$ cat src/rtl/dmem_pkg.sv
// Shared types and constants for the data-memory arbiter slice.
package dmem_pkg;

    localparam int unsigned DMEM_DEPTH = 64;
    localparam int unsigned DMEM_DW    = 32;
    localparam int unsigned DMEM_AW    = 32;

    // Requester port indices
    localparam int unsigned P0 = 0;
    localparam int unsigned P1 = 1;

    typedef enum logic [1:0] {
        ARB   = 2'd0,
        LOCK0 = 2'd1,
        LOCK1 = 2'd2
    } arb_state_t;

    // Word-aligned and word index below depth
    function automatic logic addr_legal(input logic [DMEM_AW-1:0] addr,
                                        input logic [DMEM_AW-1:0] depth);
        return (addr[1:0] == 2'b00) && ({2'b00, addr[DMEM_AW-1:2]} < depth);
    endfunction

endpackage

$ cat src/rtl/dmem_arbiter_if.sv
// One requester port of the data-memory arbiter.
interface dmem_arbiter_if
    import dmem_pkg::*;
#(
    parameter int unsigned DW = DMEM_DW
);
    logic               req;
    logic               we;
    logic               lock;
    logic [DMEM_AW-1:0] addr;
    logic [DW-1:0]      wdata;
    logic               gnt;
    logic               rvalid;
    logic               err;
    logic [DW-1:0]      rdata;

    modport master (
        output req, we, lock, addr, wdata,
        input  gnt, rvalid, err, rdata
    );

    modport slave (
        input  req, we, lock, addr, wdata,
        output gnt, rvalid, err, rdata
    );
endinterface

$ cat src/rtl/dmem_rr_pick.sv
// Two-way winner picker: round-robin on a tie, or port 0 when fixed is set.
module dmem_rr_pick (
    input  logic [1:0] req,
    input  logic       last,
    input  logic       fixed,
    output logic [1:0] grant
);

    // Sole requester wins; a tie goes to the port that did not win last
    always_comb begin
        grant = 2'b00;
        case (req)
            2'b01:   grant = 2'b01;
            2'b10:   grant = 2'b10;
            2'b11:   grant = (fixed || last) ? 2'b01 : 2'b10;
            default: grant = 2'b00;
        endcase
    end

endmodule

$ cat src/rtl/dmem_arbiter.sv
// Shares one single-port data memory between the CPU LSU (port 0) and a DMA/debug loader (port 1).
module dmem_arbiter
    import dmem_pkg::*;
#(
    parameter int unsigned DEPTH      = DMEM_DEPTH,
    parameter int unsigned DW         = DMEM_DW,
    parameter bit          FIXED_PRIO = 1'b0
) (
    input  logic               clk,
    input  logic               reset_n,
    dmem_arbiter_if.slave      m0,
    dmem_arbiter_if.slave      m1,
    output logic               mem_we,
    output logic [DMEM_AW-1:0] mem_a,
    output logic [DW-1:0]      mem_wd,
    input  logic [DW-1:0]      mem_rd
);

    arb_state_t         state;
    logic               last_grant;
    logic [1:0]         pick_gnt;
    logic [1:0]         gnt;
    logic               sel_p1;
    logic               sel_we;
    logic [DMEM_AW-1:0] sel_addr;
    logic [DW-1:0]      sel_wdata;
    logic               sel_legal;
    logic               rd_ok;
    logic               acc_err;

    dmem_rr_pick u_pick (
        .req   ({m1.req, m0.req}),
        .last  (last_grant),
        .fixed (FIXED_PRIO),
        .grant (pick_gnt)
    );

    // Grant decode: free arbitration in ARB, owner-only while locked, nothing in reset
    always_comb begin
        gnt = 2'b00;
        if (reset_n) begin
            case (state)
                ARB:     gnt = pick_gnt;
                LOCK0:   gnt = {1'b0, m0.req};
                LOCK1:   gnt = {m1.req, 1'b0};
                default: gnt = 2'b00;
            endcase
        end
    end

    assign m0.gnt = gnt[P0];
    assign m1.gnt = gnt[P1];

    // Route the granted port onto the memory bus
    always_comb begin
        sel_p1    = gnt[P1];
        sel_we    = sel_p1 ? m1.we    : m0.we;
        sel_addr  = sel_p1 ? m1.addr  : m0.addr;
        sel_wdata = sel_p1 ? m1.wdata : m0.wdata;
        sel_legal = addr_legal(sel_addr, DMEM_AW'(DEPTH));
        rd_ok     = (|gnt) && !sel_we && sel_legal;
        acc_err   = (|gnt) && !sel_legal;
        mem_we    = (|gnt) && sel_we && sel_legal;
        mem_a     = sel_addr;
        mem_wd    = sel_wdata;
    end

    // Arbiter FSM and round-robin history
    always_ff @(posedge clk or negedge reset_n) begin
        if (!reset_n) begin
            state      <= ARB;
            last_grant <= 1'b1;
        end else begin
            if (|gnt) begin
                last_grant <= gnt[P1];
            end
            case (state)
                ARB: begin
                    if (gnt[P0] && m0.lock) begin
                        state <= LOCK0;
                    end else if (gnt[P1] && m1.lock) begin
                        state <= LOCK1;
                    end
                end
                LOCK0: begin
                    if (!m0.lock) begin
                        state <= ARB;
                    end
                end
                LOCK1: begin
                    if (!m1.lock) begin
                        state <= ARB;
                    end
                end
                default: state <= ARB;
            endcase
        end
    end

    // Per-port response registers: one-cycle rvalid/err pulses, rdata held until next read
    always_ff @(posedge clk or negedge reset_n) begin
        if (!reset_n) begin
            m0.rvalid <= 1'b0;
            m0.err    <= 1'b0;
            m0.rdata  <= '0;
            m1.rvalid <= 1'b0;
            m1.err    <= 1'b0;
            m1.rdata  <= '0;
        end else begin
            m0.rvalid <= gnt[P0] && rd_ok;
            m0.err    <= gnt[P0] && acc_err;
            m1.rvalid <= gnt[P1] && rd_ok;
            m1.err    <= gnt[P1] && acc_err;
            if (gnt[P0] && rd_ok) begin
                m0.rdata <= mem_rd;
            end
            if (gnt[P1] && rd_ok) begin
                m1.rdata <= mem_rd;
            end
        end
    end

endmodule
$ cat src/flat_wrapper.sv
// flat-port wrapper written by rule: the top's interface ports become plain ports
module dmem_arbiter_flat import dmem_pkg::*;
#(
    parameter int unsigned DEPTH      = DMEM_DEPTH,
    parameter int unsigned DW         = DMEM_DW,
    parameter bit          FIXED_PRIO = 1'b0
)
  (clk, reset_n, mem_we, mem_a, mem_wd, mem_rd, m0_req, m0_we, m0_lock, m0_addr, m0_wdata, m0_gnt, m0_rvalid, m0_err, m0_rdata, m1_req, m1_we, m1_lock, m1_addr, m1_wdata, m1_gnt, m1_rvalid, m1_err, m1_rdata);
  dmem_arbiter_if #(.DW(DW)) m0_i ();
  dmem_arbiter_if #(.DW(DW)) m1_i ();
  input  logic clk;
  input  logic reset_n;
  output logic mem_we;
  output logic [DMEM_AW-1:0] mem_a;
  output logic [DW-1:0] mem_wd;
  input  logic [DW-1:0] mem_rd;
  input wire logic [$bits(m0_i.req)-1:0] m0_req;
  input wire logic [$bits(m0_i.we)-1:0] m0_we;
  input wire logic [$bits(m0_i.lock)-1:0] m0_lock;
  input wire logic [$bits(m0_i.addr)-1:0] m0_addr;
  input wire logic [$bits(m0_i.wdata)-1:0] m0_wdata;
  output wire logic [$bits(m0_i.gnt)-1:0] m0_gnt;
  output wire logic [$bits(m0_i.rvalid)-1:0] m0_rvalid;
  output wire logic [$bits(m0_i.err)-1:0] m0_err;
  output wire logic [$bits(m0_i.rdata)-1:0] m0_rdata;
  input wire logic [$bits(m1_i.req)-1:0] m1_req;
  input wire logic [$bits(m1_i.we)-1:0] m1_we;
  input wire logic [$bits(m1_i.lock)-1:0] m1_lock;
  input wire logic [$bits(m1_i.addr)-1:0] m1_addr;
  input wire logic [$bits(m1_i.wdata)-1:0] m1_wdata;
  output wire logic [$bits(m1_i.gnt)-1:0] m1_gnt;
  output wire logic [$bits(m1_i.rvalid)-1:0] m1_rvalid;
  output wire logic [$bits(m1_i.err)-1:0] m1_err;
  output wire logic [$bits(m1_i.rdata)-1:0] m1_rdata;
  assign m0_i.req = m0_req;
  assign m0_i.we = m0_we;
  assign m0_i.lock = m0_lock;
  assign m0_i.addr = m0_addr;
  assign m0_i.wdata = m0_wdata;
  assign m0_gnt = m0_i.gnt;
  assign m0_rvalid = m0_i.rvalid;
  assign m0_err = m0_i.err;
  assign m0_rdata = m0_i.rdata;
  assign m1_i.req = m1_req;
  assign m1_i.we = m1_we;
  assign m1_i.lock = m1_lock;
  assign m1_i.addr = m1_addr;
  assign m1_i.wdata = m1_wdata;
  assign m1_gnt = m1_i.gnt;
  assign m1_rvalid = m1_i.rvalid;
  assign m1_err = m1_i.err;
  assign m1_rdata = m1_i.rdata;
  dmem_arbiter #(.DEPTH(DEPTH), .DW(DW), .FIXED_PRIO(FIXED_PRIO)) u_core (.clk(clk), .reset_n(reset_n), .m0(m0_i), .m1(m1_i), .mem_we(mem_we), .mem_a(mem_a), .mem_wd(mem_wd), .mem_rd(mem_rd));
endmodule
$ cat config.mk
export PLATFORM = sky130hd
export DESIGN_NAME = dmem_arbiter_flat
export DESIGN_NICKNAME = d
export VERILOG_FILES = /design/src/rtl/dmem_pkg.sv /design/src/rtl/dmem_arbiter_if.sv /design/src/rtl/dmem_rr_pick.sv /design/src/rtl/dmem_arbiter.sv /design/src/flat_wrapper.sv
export SDC_FILE = /design/constraint.sdc
export NUM_CORES = 1
export LEC_CHECK = 0
export CAP_MARGIN = 20
export CORE_AREA = 3 3 117 119
export CTS_CLUSTER_SIZE = 8
export DETAILED_ROUTE_END_ITERATION = 8
export DIE_AREA = 0 0 120 122
export PLACE_DENSITY = 0.75
export RECOVER_POWER = 25
export SYNTH_ARGS = -nofsm -noshare
export SYNTH_HDL_FRONTEND = slang
export SYNTH_HIERARCHICAL = 1
export SYNTH_SLANG_ARGS = --single-unit
$ cat constraint.sdc
create_clock -name clk -period 5.1 [get_ports clk]
set_input_delay 0.51 -clock clk [delete_from_list [all_inputs] [get_ports clk]]
set_output_delay 0.51 -clock clk [all_outputs]
set_load 0.05 [all_outputs]
==> impl_metrics.py, run 1 <==
metrics = {
    "clock_network": {
        "insertion_delay_ns": 0.32,
        "postCtsSetupBuffers": 0,
        "cts_tree": "yes",
        "clk_path_buf_depth": 2,
        "ctsHoldBuffers": 0,
        "cts-root-buf": "clkbuf_16",
        "ctsHtreeMaxLevel": 3,
        "clk_pin_slew_worst_paths_ns": 0.06,
        "clock-sinks": 71,
        "ctsResizeCount": 0,
        "cts_inserted_buffers": 9,
    },
    "synthesis": {
        "synth_cells": 403,
        "ys.flop_type": "dfrtp_1",
        "synth_edf_count": 0,
        "ys_top_cells_by_count": "nand2_1 (197), dfrtp_1 (70), mux2_2 (63), nor4_1 (10), clkbuf_1 (8)",
        "synth_top_area_share_pct": 47.6,
        "syn_area_per_cell_sq_um": 9.14,
        "yosysWarnings": 6,
        "seq_area_frac_synth_pct": 48.3,
        "async_flop_share_pct": 100,
        "ys_types": 31,
        "ys_top_cells_by_area": "dfrtp_1 (48%), nand2_1 (20%), mux2_2 (19%), nor4_1 (1.7%), buf_6 (0.92%)",
        "ys_ff_latch": 71,
        "synth.most_common_cell": "nand2_1",
        "synth_largest_area_cell": "dfrtp_1",
        "syn_area_sq_um": 3680,
    },
    "drt": {
        "wirelength_um": 15300,
        "vias": 4082,
        "wl_per_cell_um": 17.4,
        "first_pass_iters": 4,
        "remaining_drc_errors": 0,
        "routed_via_density": 4.64,
        "ant_nets": 0,
        "drt-initial-drc-count": 165,
    },
    "floorplan": {
        "die_x_um": 120,
        "start_util_pct": 29.1,
        "core_sq_um": 12700,
        "fp-row-count": 41,
        "die_area_sq_um": 14600,
        "die_h_um": 122,
        "ios": 303,
    },
    "setup_path": {
        "slowest_stage": "clkdlybuf4s50_1",
        "path_buf_inv": 4,
        "path_max_fanout": 39,
        "critPathMaxStageDelay_ns": 0.80,
        "worstSetupPathType": "in2out",
        "cp-start-kind": "input pin",
        "arrival_ns": 3.45,
        "critPathCaptureType": "output pin",
        "critPathTopFamily": "buffers and inverters",
        "worst_path_most_repeated_cell": "nand2_1",
        "cp.required_ns": 4.59,
        "path_cells": "clkbuf_1, or3b_2, inv_2, buf_12, nand2_1, nand2_1, clkdlybuf4s50_1",
    },
    "timing": {
        "worstMarginPinSlew_ns": 2.96,
        "rsz0062_at_grt": "false",
        "tns_ns": 0,
        "whs_ns": 0.350,
        "max_freq_ghz": 0.253,
        "finClkSkew_ns": 0.00439,
        "drv_slew": 57,
        "max_slew_margin_pct": -97.0,
        "hold_violations": 0,
        "min_period_ns": 3.96,
        "setup_violations": 0,
        "period_share_pct": 77.6,
    },
    "placed_design": {
        "placed_cell_area_sq_um": 6890,
        "gp_congestion": 0.950,
        "io_buffer_count": 302,
        "place_hpwl_um": 12800,
        "dpl.cell_count": 863,
    },
    "grt": {
        "grt_overflow": 0,
        "grt_max_degree": 72,
        "grt_pass1_vias": 4278,
        "antenna_found_initial": 0,
        "grtUsageTotal_pct": 20.0,
        "grt_pass1_wl_um": 22500,
    },
    "worst_hold_path": {
        "hold_path_class": "in2async",
    },
    "cells_and_area": {
        "nets": 870,
        "final_cells": 879,
        "final_core_util_pct": 56.7,
        "fin_area_sq_um": 7180,
        "drive_above_1_share_pct": 13.2,
        "n_antenna_cell": 0,
        "area_delta_synth_final_pct": 95.0,
    },
    "run": {
        "drv_cap": 1,
    },
    "power": {
        "ir_drop_uv": 141,
        "p_leak_nw": 3.35,
        "power_density_nw_per_um2": 249,
    },
    "status": {
        "outcome": "finished, violations left",
        "violations": "capacitance limit, slew limit",
    },
}
[registers in the layout, summed over array words and instances, names as in the netlist]
name               count
u_core/state           2
u_core/m1.err          1
u_core/last_grant      1
u_core/m0.rdata       32
u_core/m1.rdata       32
u_core/m0.rvalid       1
u_core/m0.err          1
u_core/m1.rvalid       1
[where the power goes]
part / switching [mW] / internal [mW] / total [mW]
combinational: 0.363 / 0.246 / 0.609
clock: 0.228 / 0.379 / 0.606
sequential: 0.00486 / 0.571 / 0.576
total: 0.596 / 1.20 / 1.79
[layout make-up]
cell class	count	area, sq um
Clock buffer	9	225
Inverter	3	11.3
Timing Repair Buffer	308	3080
Sequential cell	71	1780
Tap cell	172	215
Clock inverter	7	72.6
Fill cell	1127	5490
Multi-Input combinational cell	309	1800
[layer usage]
metal	track usage (%)	share of wire [%]	wire length [um]
met1	19.8	34	5230
met2	37.5	52	8000
met5	0	0	0
met3	6.55	9.1	1400
met4	9.45	4.4	669
[worst paths after layout]
kind                                          startpoint                               to  slack, ns  cells after the start
setup / recovery                                 reset_n                         mem_a[3]       1.14                      7
hold / removal                                   reset_n   u_core/m1.rdata[5]$_DFFE_PN0P_       0.35                      1
setup reg to reg           u_core/last_grant$_DFFE_PN1N_   u_core/m0.rdata[1]$_DFFE_PN0P_       1.79                      9
hold reg to reg            u_core/last_grant$_DFFE_PN1N_    u_core/last_grant$_DFFE_PN1N_       0.50                      2
max in group asynchronous                        reset_n  u_core/m0.rdata[22]$_DFFE_PN0P_       1.41                      2
min in group clk           u_core/last_grant$_DFFE_PN1N_    u_core/last_grant$_DFFE_PN1N_       0.50                      2
[layout by cell type (no fill, tap or decap), types with 2 or more instances in the layout]
master / n
clkbuf_16: 9
or3_1: 2
nor3b_1: 2
clkdlybuf4s50_1: 300
nand2_1: 197
nand3_1: 3
buf_4: 4
a21oi_1: 3
nor4_1: 10
buf_12: 2
nor2_1: 4
clkinvlp_4: 2
clkbuf_1: 2
dfrtp_1: 70
o21ai_0: 2
conb_1: 2
and2_1: 2
nor3_1: 6
mux2_2: 63
o211a_1: 2
clkinv_2: 2
inv_1: 2
mux2i_1: 2
[kinds of logic (layout without fill, tap and decap cells)]
family | Yosys count | after routing | synth area share (%)
AOI/OAI and AO/OA | 10 | 10 | 1.90
buffers and inverters | 24 | 327 | 3.19
DFF | 71 | 71 | 48.3
muxes | 67 | 67 | 20.5
other | 1 | 2 | 0.102
and+or+nand+nor | 230 | 230 | 26.0
[per-stage QoR]
step           setup slack, ns  power [mW]
2_1_floorplan             2.04       0.895
3_3_place_gp              1.21        1.19
3_5_place_dp              1.17        1.20
4_1_cts                   1.17        1.81
5_1_grt                  0.673        1.87
6_report                  1.14        1.79
[worst reg2reg max path, stage by stage (launching register included)]
cell      delay (ns)
dfstp_2         0.55
o21ai_1         0.07
and2_1          0.15
mux2i_1         0.20
or3b_2          0.18
buf_4           0.57
nor3_4          0.17
o211ai_4        0.62
buf_4           0.34
mux2_2          0.36
(Power assumes the default switching activity.)
==> inputs of run 2 (changes only) <==
Clock period 5.1 ns to 3.85 ns, I/O delays scaled along.
==> run 2 against run 1 <==
Net effect: critical path depth grew 2; sequential share of layout area shrank 2.2 points; non-clock buffer count grew 1; via count shrank 0.88%; register-to-register slack lost 0.90 ns; combinational power grew 67%; clock skew grew 0.0029 ns; worst hold slack gained 0.022 ns; count of clock-buffer cells in the layout is the same; final area grew 9.9%; first-iteration DRC count shrank 7.9%; the run now ends clean; critical endpoint is now mem_we.
==> impl_metrics.py, run 2 (synthesized netlist as in run 1, its figures left out) <==
metrics = {
    "timing": {
        "worstMarginPinSlew_ns": 1.37,
        "rsz0062_at_grt": "false",
        "max_slew_margin_pct": 8.88,
        "max_freq_ghz": 0.306,
        "finClkSkew_ns": 0.00733,
        "period_share_pct": 85.0,
        "drv_slew": 0,
        "tns_ns": 0,
        "hold_violations": 0,
        "min_period_ns": 3.27,
        "setup_violations": 0,
    },
    "drt": {
        "ant_nets": 0,
        "wirelength_um": 15500,
        "wl_per_cell_um": 17.7,
        "vias": 4046,
        "routed_via_density": 4.60,
        "remaining_drc_errors": 0,
        "first_pass_iters": 4,
        "drt-initial-drc-count": 152,
    },
    "setup_path": {
        "cp.required_ns": 3.46,
        "path_max_fanout": 19,
        "slowest_stage": "or3b_2",
        "r2r_slack_ns": 0.89,
        "path_buf_inv": 3,
        "worstSetupPathType": "in2out",
        "path_cells": "clkdlybuf4s50_1, and2_1, mux2i_1, or3b_2, buf_4, mux2i_2, o21ai_0, a21oi_1, buf_12",
        "cp-start-kind": "input pin",
        "worstReg2RegStart": "u_core/last_grant$_DFFE_PN1N_",
        "critPathCaptureType": "output pin",
        "arrival_ns": 2.89,
        "r2r_end": "u_core/m1.rdata[30]$_DFFE_PN0P_",
        "reg2regPathDepth": 9,
        "critPathTopFamily": "buffers and inverters",
        "critPathMaxStageDelay_ns": 0.54,
    },
    "placed_design": {
        "io_buffer_count": 302,
        "gp_congestion": 0.848,
        "place_hpwl_um": 12800,
    },
    "power": {
        "power_density_nw_per_um2": 348,
        "p_leak_nw": 3.74,
        "power_mw": 2.75,
        "ir_drop_uv": 203,
    },
    "floorplan": {
        "die_h_um": 122,
        "start_util_pct": 29.1,
        "fp-row-count": 41,
        "ios": 303,
        "die_area_sq_um": 14600,
        "die_x_um": 120,
        "core_sq_um": 12700,
    },
    "clock_network": {
        "cts_tree": "yes",
        "clock-sinks": 71,
        "clk_path_buf_depth": 2,
        "insertion_delay_ns": 0.32,
        "ctsHtreeMaxLevel": 3,
        "cts-root-buf": "clkbuf_16",
        "ctsResizeCount": 0,
        "postCtsSetupBuffers": 0,
        "ctsHoldBuffers": 0,
        "clk_pin_slew_worst_paths_ns": 0.06,
        "cts_inserted_buffers": 9,
    },
    "worst_hold_path": {
        "hold_path_class": "in2async",
    },
    "grt": {
        "grt_pass1_vias": 4291,
        "grt_pass1_wl_um": 23400,
        "grt_overflow": 0,
        "grt_max_degree": 66,
        "grtUsageTotal_pct": 20.7,
        "antenna_found_initial": 0,
    },
    "status": {
        "outcome": "finished clean",
    },
    "cells_and_area": {
        "final_cell_mix": "clkdlybuf4s50_1 (235), nand2_1 (197), dfrtp_1 (70), buf_12 (67), mux2_2 (63)",
        "final_common_cell": "clkdlybuf4s50_1",
        "fill_cells": 1009,
        "drive_above_1_share_pct": 22.5,
        "multi_input_area_sq_um": 1800,
        "regArea_sq_um": 1780,
        "n_antenna_cell": 0,
        "area_delta_synth_final_pct": 114,
        "nets": 871,
        "reg_top3": "u_core/m0.rdata: 32 flops, u_core/m1.rdata: 32 flops, u_core/state: 2 flops",
    },
    "run": {
        "drv_cap": 0,
    },
}
-- run 2: cell count changes in the layout (fill, tap and decap cells not counted), sizes merged --
cell           delta
clkdlybuf4s50    -65
inv               +2
bufinv            +2
clkbuf            +1
clkinv            -2
buf              +65
clkinvlp          -2
-- run 2: worst max-delay path by stage --
stage,start,endpoint,slack (ns),cells after the start
after detailed placement,m1_req,u_core/m1.rdata[12]$_DFFE_PN0P_,0.48,9
after global placement,m1_req,u_core/m1.rdata[2]$_DFFE_PN0P_,0.55,9
after CTS,m1_req,mem_we,0.60,9
final,m1_req,mem_we,0.58,9
after global routing,m0_req,mem_we,0.44,10
after floorplan,u_core/last_grant$_DFFE_PN1N_,mem_we,0.91,6
-- run 2: worst register-to-register path, stage by stage (launching register included) --
cell	delay, ns
dfstp_2	0.38
o21ai_1	0.11
and2_1	0.12
mux2i_1	0.10
or3b_2	0.54
buf_4	0.24
nor3_4	0.29
nor3b_4	0.23
buf_4	0.41
mux2_2	0.42
-- run 2: routing by layer --
layer,global-route usage (%),vias to the layer above,part of all wire (%)
met1,21.7,1881,35
li1,-,1923,-
met5,0,-,0
met2,38.1,209,53
met4,9.23,0,4.2
met3,6.22,33,7.9
-- run 2: final cells by class --
| cell class | count | area share [%] |
|---|---|---|
| well taps | 172 | 2.73 |
| clock inverters | 7 | 1.62 |
| repair buffers | 309 | 47.3 |
| multi-input cells | 309 | 22.8 |
| flip-flops and latches | 71 | 22.5 |
| inverters | 3 | 0.143 |
| clock buffers | 9 | 2.85 |
-- run 2: through the flow --
step | hold slack, ns | cells | instance area, sq um | util (%) | worst slack [ns]
global placement | 0.394 | 863 | 7530 | 59.4 | 0.550
global route | 0.418 | 880 | 7890 | 62.3 | 0.441
detailed placement | 0.399 | 863 | 7530 | 59.4 | 0.476
CTS | 0.0505 | 879 | 7880 | 62.2 | 0.600
finish | 0.372 | 880 | 7890 | 62.3 | 0.578
floorplan | 0.0894 | 404 | 3690 | - | 0.915
-- run 2: power by group --
part / internal (mW) / switching, mW
combinational: 0.485 / 0.531
sequential: 0.756 / 0.00659
clock: 0.643 / 0.327
total: 1.88 / 0.865
